===== config.mk =====
export PLATFORM = sky130hd
export DESIGN_NAME = slave_addr_burst_expander
export DESIGN_NICKNAME = d
export VERILOG_FILES = /design/src/rtl/slave_addr_burst_expander.sv
export SDC_FILE = /design/constraint.sdc
export NUM_CORES = 1
export LEC_CHECK = 0
export ABC_AREA = 1
export CAP_MARGIN = 20
export CORE_MARGIN = 3
export CORE_UTILIZATION = 35
export DETAILED_ROUTE_END_ITERATION = 10
export PLACE_DENSITY = 0.66
export SKIP_CTS_REPAIR_TIMING = 1
export SLEW_MARGIN = 20
export SYNTH_ARGS = -nofsm -noshare
export SYNTH_HDL_FRONTEND = slang
export SYNTH_SLANG_ARGS = --single-unit
export TNS_END_PERCENT = 20

===== constraint.sdc =====
create_clock -name rd_clk -period 2.7 [get_ports rd_clk]
set_clock_uncertainty 0.1 [all_clocks]
set_input_delay 0.54 -clock rd_clk [delete_from_list [all_inputs] [get_ports rd_clk]]
set_output_delay 0.54 -clock rd_clk [all_outputs]
set_load 0.1 [all_outputs]

===== src/rtl/slave_addr_burst_expander.sv =====
// Pops one address command from the slave's command FIFO and expands it into
// per-beat addresses (FIXED / INCR / WRAP) with a valid/ready handshake.
module slave_addr_burst_expander #(
  parameter int ADDR_WIDTH = 32,
  parameter int SIZE_LOG2  = 2,
  parameter int ID_WIDTH   = 4,
  parameter int CMD_WIDTH  = 46
) (
  input  logic                  rd_clk,
  input  logic                  rd_rst,
  output logic                  rd_en,
  input  logic                  rd_empty,
  input  logic [CMD_WIDTH-1:0]  rd_data,
  output logic                  beat_valid,
  input  logic                  beat_ready,
  output logic [ADDR_WIDTH-1:0] beat_addr,
  output logic [ID_WIDTH-1:0]   beat_id,
  output logic [7:0]            beat_idx,
  output logic                  beat_last,
  output logic                  busy
);

  typedef enum logic [1:0] {IDLE, FETCH, LOAD, BURST} state_t;
  typedef enum logic [1:0] {MODE_FIXED = 2'd0, MODE_INCR = 2'd1, MODE_WRAP = 2'd2} mode_t;

  localparam logic [ADDR_WIDTH-1:0] INC      = ADDR_WIDTH'(1) << SIZE_LOG2;
  localparam logic [ADDR_WIDTH-1:0] LOW_MASK = INC - ADDR_WIDTH'(1);

  state_t                  state_reg;
  mode_t                   mode_reg;
  logic [7:0]              len_reg;
  logic [ADDR_WIDTH-1:0]   wrap_mask_reg;

  logic [ADDR_WIDTH-1:0]   cmd_addr;
  logic [7:0]              cmd_len;
  logic [1:0]              cmd_burst;
  logic [ID_WIDTH-1:0]     cmd_id;
  logic [ADDR_WIDTH-1:0]   cmd_span;
  logic [ADDR_WIDTH-1:0]   cmd_mask;
  logic                    cmd_wrap_ok;
  mode_t                   cmd_mode;
  logic [ADDR_WIDTH-1:0]   next_addr;
  logic [7:0]              idx_inc;

  assign {cmd_id, cmd_burst, cmd_len, cmd_addr} = rd_data;

  // WRAP window is (len+1) beats wide; its low bits wrap, the rest stay fixed.
  assign cmd_span    = (ADDR_WIDTH'(cmd_len) + ADDR_WIDTH'(1)) << SIZE_LOG2;
  assign cmd_mask    = cmd_span - ADDR_WIDTH'(1);
  assign cmd_wrap_ok = (cmd_burst == 2'b10) &&
                       (cmd_len == 8'd1 || cmd_len == 8'd3 || cmd_len == 8'd7 || cmd_len == 8'd15);

  always_comb begin
    cmd_mode = MODE_INCR;
    if (cmd_burst == 2'b00)
      cmd_mode = MODE_FIXED;
    else if (cmd_wrap_ok)
      cmd_mode = MODE_WRAP;
  end

  always_comb begin
    next_addr = beat_addr;
    case (mode_reg)
      MODE_INCR: next_addr = (beat_addr & ~LOW_MASK) + INC;
      MODE_WRAP: next_addr = (beat_addr & ~wrap_mask_reg) | ((beat_addr + INC) & wrap_mask_reg);
      default:   next_addr = beat_addr;
    endcase
  end

  assign idx_inc = beat_idx + 8'd1;
  assign rd_en   = (state_reg == IDLE) && !rd_empty && !rd_rst;
  assign busy    = (state_reg != IDLE);

  always_ff @(posedge rd_clk or posedge rd_rst) begin
    if (rd_rst) begin
      state_reg     <= IDLE;
      mode_reg      <= MODE_FIXED;
      len_reg       <= 8'd0;
      wrap_mask_reg <= '0;
      beat_valid    <= 1'b0;
      beat_last     <= 1'b0;
      beat_addr     <= '0;
      beat_id       <= '0;
      beat_idx      <= 8'd0;
    end else begin
      case (state_reg)
        IDLE: begin
          if (rd_en)
            state_reg <= FETCH;
        end
        FETCH: state_reg <= LOAD;
        LOAD: begin
          mode_reg      <= cmd_mode;
          len_reg       <= cmd_len;
          wrap_mask_reg <= cmd_mask;
          beat_addr     <= cmd_addr;
          beat_id       <= cmd_id;
          beat_idx      <= 8'd0;
          beat_last     <= (cmd_len == 8'd0);
          beat_valid    <= 1'b1;
          state_reg     <= BURST;
        end
        BURST: begin
          if (beat_ready) begin
            if (beat_last) begin
              beat_valid <= 1'b0;
              beat_last  <= 1'b0;
              state_reg  <= IDLE;
            end else begin
              beat_addr <= next_addr;
              beat_idx  <= idx_inc;
              beat_last <= (idx_inc == len_reg);
            end
          end
        end
        default: state_reg <= IDLE;
      endcase
    end
  end

endmodule


==> out/qor.yml <==
timing:
  max_slew_margin_pct: 54.9
  setup_viol: 0
  fmax_ghz: 0.435
  fin_crit_ns: 2.30
  rsz0062_at_grt: "no"
  fin_tns_setup_ns: 0
  worstMarginPinSlew_ns: 0.675
  report.final.hold_viol_count: 0
  fin_crit_sh_pct: 85.1
  drv_slew: 0
yosys:
  ys_seq_area_share_pct: 36.5
  synth-async-reset-ratio_pct: 100
  synth_top_area_share_pct: 36.5
  synth_area_mm2: 0.00459
  yosys_warnings: 0
  synthCells: 666
  synthFlopType: "dfrtp_1"
  synth_nets: 726
  syn_area_per_cell_um2: 6.90
  synth_top_area_cell: "dfrtp_1"
  synth_cell_types: 40
  synth_edf_count: 0
  synthTopCellsByArea: "dfrtp_1 37%, nand2_1 18%, inv_1 7.0%"
  ys_seq_elements: 67
floorplan:
  die_x_um: 121
  die_area_mm2: 0.0145
  ios: 98
  placementRows: 41
  core_area_mm2: 0.0127
  die_h_um: 121
  start_util_pct: 36.1
global_route:
  grt_antenna_before_repair: 0
  gr-usage-all-layers_pct: 19.5
  grt_overflow: 0
  grt_pass1_vias: 4510
  grt_max_degree: 68
  grt_pass1_wl_mm: 22.7
worst_setup_path:
  slowest_delay_ns: 0.58
  cp_max_fo: 6
  cp_num_buf_inv: 3
  path_class: "input port to register"
  cp.required_ns: 2.83
  cp-start-kind: "input port"
  crit_chain: "clkdlybuf4s50_1 > inv_1 > ha_1 > inv_1 > nand2_1 > a21oi_1 > nand3_1 > nor2_1 > nand2_1 > nand2_1 > nand2_1 > nand2_1 > nand2_1"
  arrival_ns: 2.43
  end_kind: "register"
  cpMaxStageDelayCell: "clkdlybuf4s50_1"
  crit_top_cell: "nand2_1"
  crit_family: "buffers and inverters"
run:
  maxCapViolations: 0
routing:
  routed_via_density: 5.02
  routed_wl_mm: 13.9
  wire_per_inst_um: 14.8
  vias: 4734
  postRouteAntennaNets: 0
  first_pass_iters: 5
  drc: 0
  drt_iter0_drc: 381
power_and_ir_drop:
  ir_worst_vdd_v: 0.000555
  p_leak_nw: 2.83
  p_per_area_mw_per_mm2: 1420
placed_design:
  hpwl_mm: 10.6
  port_buffers: 97
  gp_congestion: 0.930
clock_network:
  cts_htree_levels: 3
  cts.sinks: 67
  clockRootBuffer: "clkbuf_16"
  cts_max_path_buffers: 2
  cts_tree: "yes"
  path_clk_slew_ns: 0.06
  numCtsBuffers: 9
  clock_latency_ns: 0.34
layout:
  drive_gt1_share_pct: 13.7
  utilization_pct: 47.2
  antenna-diode-count: 0
  syn2layout_area_growth_pct: 30.9
  nets: 826
run_status:
  outcome: "finished, final reports clean"
worst_hold_path:
  hp-class: "register to register"
[synth_stat cells (all sizes together) (2+ instances only)]
master,count
a21boi,6
a21oi,24
a22oi,9
a31oi,6
buf,7
clkbuf,10
dfrtp,67
ha,10
inv,88
mux2i,2
nand2,219
nand3,56
nand3b,2
nand4,8
nor2,52
nor3,21
nor4,2
o2111ai,2
o211ai,4
o21a,2
o21ai,41
o22ai,7
or2,4
xor2,11
[logic make-up (layout without fill, tap and decap cells)]
logic type      after synthesis  after routing  synth area share, %
compound gates              104            104                 14.9
simple gates                365            365                 33.7
flops                        67             67                 36.5
fa+ha+maj                    10             10                 2.72
mux                           3              3                0.681
buf+inv                     105            210                 9.21
xor+xnor                     12             12                 2.29
[power breakdown]
| part | leakage (nW) | switching, mW | total (mW) | internal, mW |
|---|---|---|---|---|
| clock network | 0.149 | 0.489 | 1.30 | 0.815 |
| registers | 0.800 | 0.487 | 1.95 | 1.46 |
| logic | 1.88 | 3.95 | 5.30 | 1.35 |
[routing by layer]
metal	vias to the layer above	wire length (um)	GRT usage, %
met5	-	0	0
met4	0	184	5.81
met3	11	677	2.90
met2	132	6460	31.3
met1	2214	6620	27.3
li1	2377	-	-
[cell usage in the layout (no fill, tap or decap), types with 10 or more instances in the layout]
cell	count
inv_1	85
ha_1	10
buf_4	54
dfrtp_1	67
a21oi_1	18
nand2_1	216
xor2_1	11
clkdlybuf4s50_1	49
o21ai_0	40
nor2_1	51
nor3_1	19
nand3_1	56
[stage by stage]
step / hold WS [ns] / instance area, um2 / total power [mW] / cells / setup slack (ns)
after CTS: 0.383 / 6010 / 8.57 / 943 / 0.430
after global placement: 0.364 / 5690 / 7.17 / 927 / 0.131
after detailed placement: 0.363 / 5690 / 7.25 / 927 / 0.0728
after floorplan: 0.341 / 4600 / 5.97 / 666 / 0.0788
after global routing: 0.424 / 6010 / 9.10 / 943 / 0.166
final: 0.376 / 6010 / 8.55 / 943 / 0.401
[worst reg2reg max path: cells and delay by family, from the launching register on]
family / cells / cell delay (ns)
AND/OR/NAND/NOR: 6 / 0.75
flip-flops: 1 / 0.40
buffers and inverters: 4 / 0.62
AO/OA/AOI/OAI: 1 / 0.08
adder cells (fa/ha/maj): 1 / 0.27
[layout make-up]
type | count | area, um2
clock buffers | 9 | 225
well taps | 172 | 215
clock inverters | 7 | 100
repair buffers | 106 | 956
multi-input cells | 494 | 2500
fillers | 1309 | 6710
flip-flops and latches | 67 | 1680
inverters | 88 | 333
[path summary, 6_finish.rpt]
kind                            slack [ns]  cells after the start          endpoint    startpoint
worst max-delay path                  0.40                     13  wrap_mask_reg[9]   rd_data[32]
min in group asynchronous             0.59                      3       beat_idx[1]        rd_rst
worst max register to register        0.42                     12          register  state_reg[1]
max in group asynchronous             1.62                      3         async pin        rd_rst
worst min-delay path                  0.38                      2        beat_id[3]    beat_id[3]
worst min register to register        0.38                      2        beat_id[3]    beat_id[3]
(Power assumes the default switching activity.)
==> RTL edit: new RTL, same settings <==
Re-encode `mode_t` (3 values) as one-hot, 3 bits wide.
--- a/src/rtl/slave_addr_burst_expander.sv
+++ b/src/rtl/slave_addr_burst_expander.sv
@@ -22,5 +22,5 @@
 
   typedef enum logic [1:0] {IDLE, FETCH, LOAD, BURST} state_t;
-  typedef enum logic [1:0] {MODE_FIXED = 2'd0, MODE_INCR = 2'd1, MODE_WRAP = 2'd2} mode_t;
+  typedef enum logic [2:0] {MODE_FIXED = 3'b001, MODE_INCR = 3'b010, MODE_WRAP = 3'b100} mode_t;
 
   localparam logic [ADDR_WIDTH-1:0] INC      = ADDR_WIDTH'(1) << SIZE_LOG2;
Formal check against the unedited RTL: same outputs for any inputs over 4 cycles, from zero or initial values and one cycle with rd_rst high; so few cycles prove little.
==> RTL edit against the unedited design <==
  * Final area increased by 0.15%
  * Sequential share of layout area increased by 0.40 points
  * Critical path depth decreased by 2
  * Combinational power decreased by 7.4%
  * Final cell count increased by 2.0%
  * Total power decreased by 3.7%
  * Routed wire length decreased by 4.6%
  * Sequential cell count increased by 1
  * Setup slack improved by 0.099 ns
  * Synthesized area increased by 0.93%
==> RTL edit: results (changes against the unedited design) <==
power.clock.fraction: 0.170  # +0.018
synth_compound_area_frac: 0.150  # +0.00106
drive_gt1_frac: 0.129  # -0.00837
place_congestion: 0.914  # -1.8%
synth-seq-area-share: 0.367  # +0.00232
wl_met2_mm: 6.15  # -4.7%
hpwl_mm: 9.97  # -5.8%
viasPerCell: 4.86  # -3.2%
max_cap_viol_count: 0  # unchanged
final_max_slew_viol_count: 0  # unchanged
syn-num-nets: 748  # +3.0%
path_max_fanout: 18  # +12
worst_slew_pin_slew_ns: 0.533  # -0.142 ns
wl_met3_microns: 779  # +15%
synthTopCellsByArea: "dfrtp_1 36%, nand2_1 18%, inv_1 6.6%, nor2_1 6.4%, o21ai_0 5.4%"
grt_pass1_wl_mm: 22.1  # -2.7%
wl_met1_mm: 6.12  # -7.5%
drt_iter0_markers: 312  # -18%
wl_per_cell_microns: 13.8  # -6.5%
synth_commonest_cells: "220 x nand2_1, 81 x inv_1, 79 x nor2_1"
hp-class: "reg2reg"
status: "complete, no violations"
synth_adder_area_share: 0.0243  # -0.00295
muxShareOfSynthArea: 0  # -0.00681
fin_nets: 844  # +2.2%
first_global_vias: 4475  # -0.78%
dp_slack_ns: 0.218  # +0.145 ns
fill_cells: 1289  # -1.5%
grt_max_degree: 69  # +1.5%
synth_xor_area_frac: 0.0208  # -0.00210
grtUsageTotal: 0.190  # -0.00473
num_vias: 4674  # -1.3%
synth_top_area_share: 0.362  # -0.00335
pg_comb_mw: 4.91  # -7.4%
p_leak_nw: 2.85  # +0.68%
seqPwrFrac: 0.233  # +0.005
arrival_ns: 2.33  # -0.10 ns
syn_area_sq_um: 4640  # +0.93%
ir_drop_mv: 0.731  # +32%
-- RTL edit: stage by stage --
step	utilization	area [sq um]
6_report	0.471	6020
3_3_place_gp	0.444	5670
5_1_grt	0.471	6020
4_1_cts	0.471	6020
3_5_place_dp	0.444	5670
2_1_floorplan	-	4650
-- RTL edit: routing by layer --
| metal | GRT usage | up-vias |
|---|---|---|
| met5 | 0 | - |
| met4 | 0.0737 | 0 |
| met3 | 0.0373 | 18 |
| met2 | 0.310 | 126 |
| met1 | 0.249 | 2120 |
| li1 | - | 2410 |
-- RTL edit: worst max-delay path, stage by stage, from the launching register on --
cell and delay (ns):
dfrtp_1 0.40, ha_1 0.26, nand2_2 0.12, inv_2 0.06, nand2_4 0.12, nand2_4 0.11, nand2_4 0.16, inv_4 0.06
o21ai_4 0.20, buf_4 0.28, nand2_1 0.06, a21boi_2 0.14
-- RTL edit: final timing paths --
check | startpoint | end | slack (ns) | depth (start not counted)
min reg2reg | beat_id[2] | beat_id[2] | 0.38 | 2
max | state_reg[1] | flop | 0.50 | 11
min in group asynchronous | rd_rst | len_reg[1] | 0.59 | 3
min | beat_id[2] | beat_id[2] | 0.38 | 2
max reg2reg | state_reg[1] | flop | 0.50 | 11
max in group asynchronous | rd_rst | mode_reg[0] | 1.57 | 3
-- RTL edit: layout make-up --
class | count | area share
well taps | 172 | 0.0358
inverters | 87 | 0.0547
clock inverters | 7 | 0.0208
repair buffers | 103 | 0.153
clock buffers | 9 | 0.0374
multi-input cells | 516 | 0.416
flip-flops and latches | 68 | 0.283
-- RTL edit: kinds of logic (layout without fill, tap and decap cells) --
kind of cell / Yosys count / after routing
compound gates: 116 / 116
buf+inv: 105 / 206
flops: 68 / 68
fa+ha+maj: 9 / 9
xor+xnor: 11 / 11
simple gates: 380 / 380
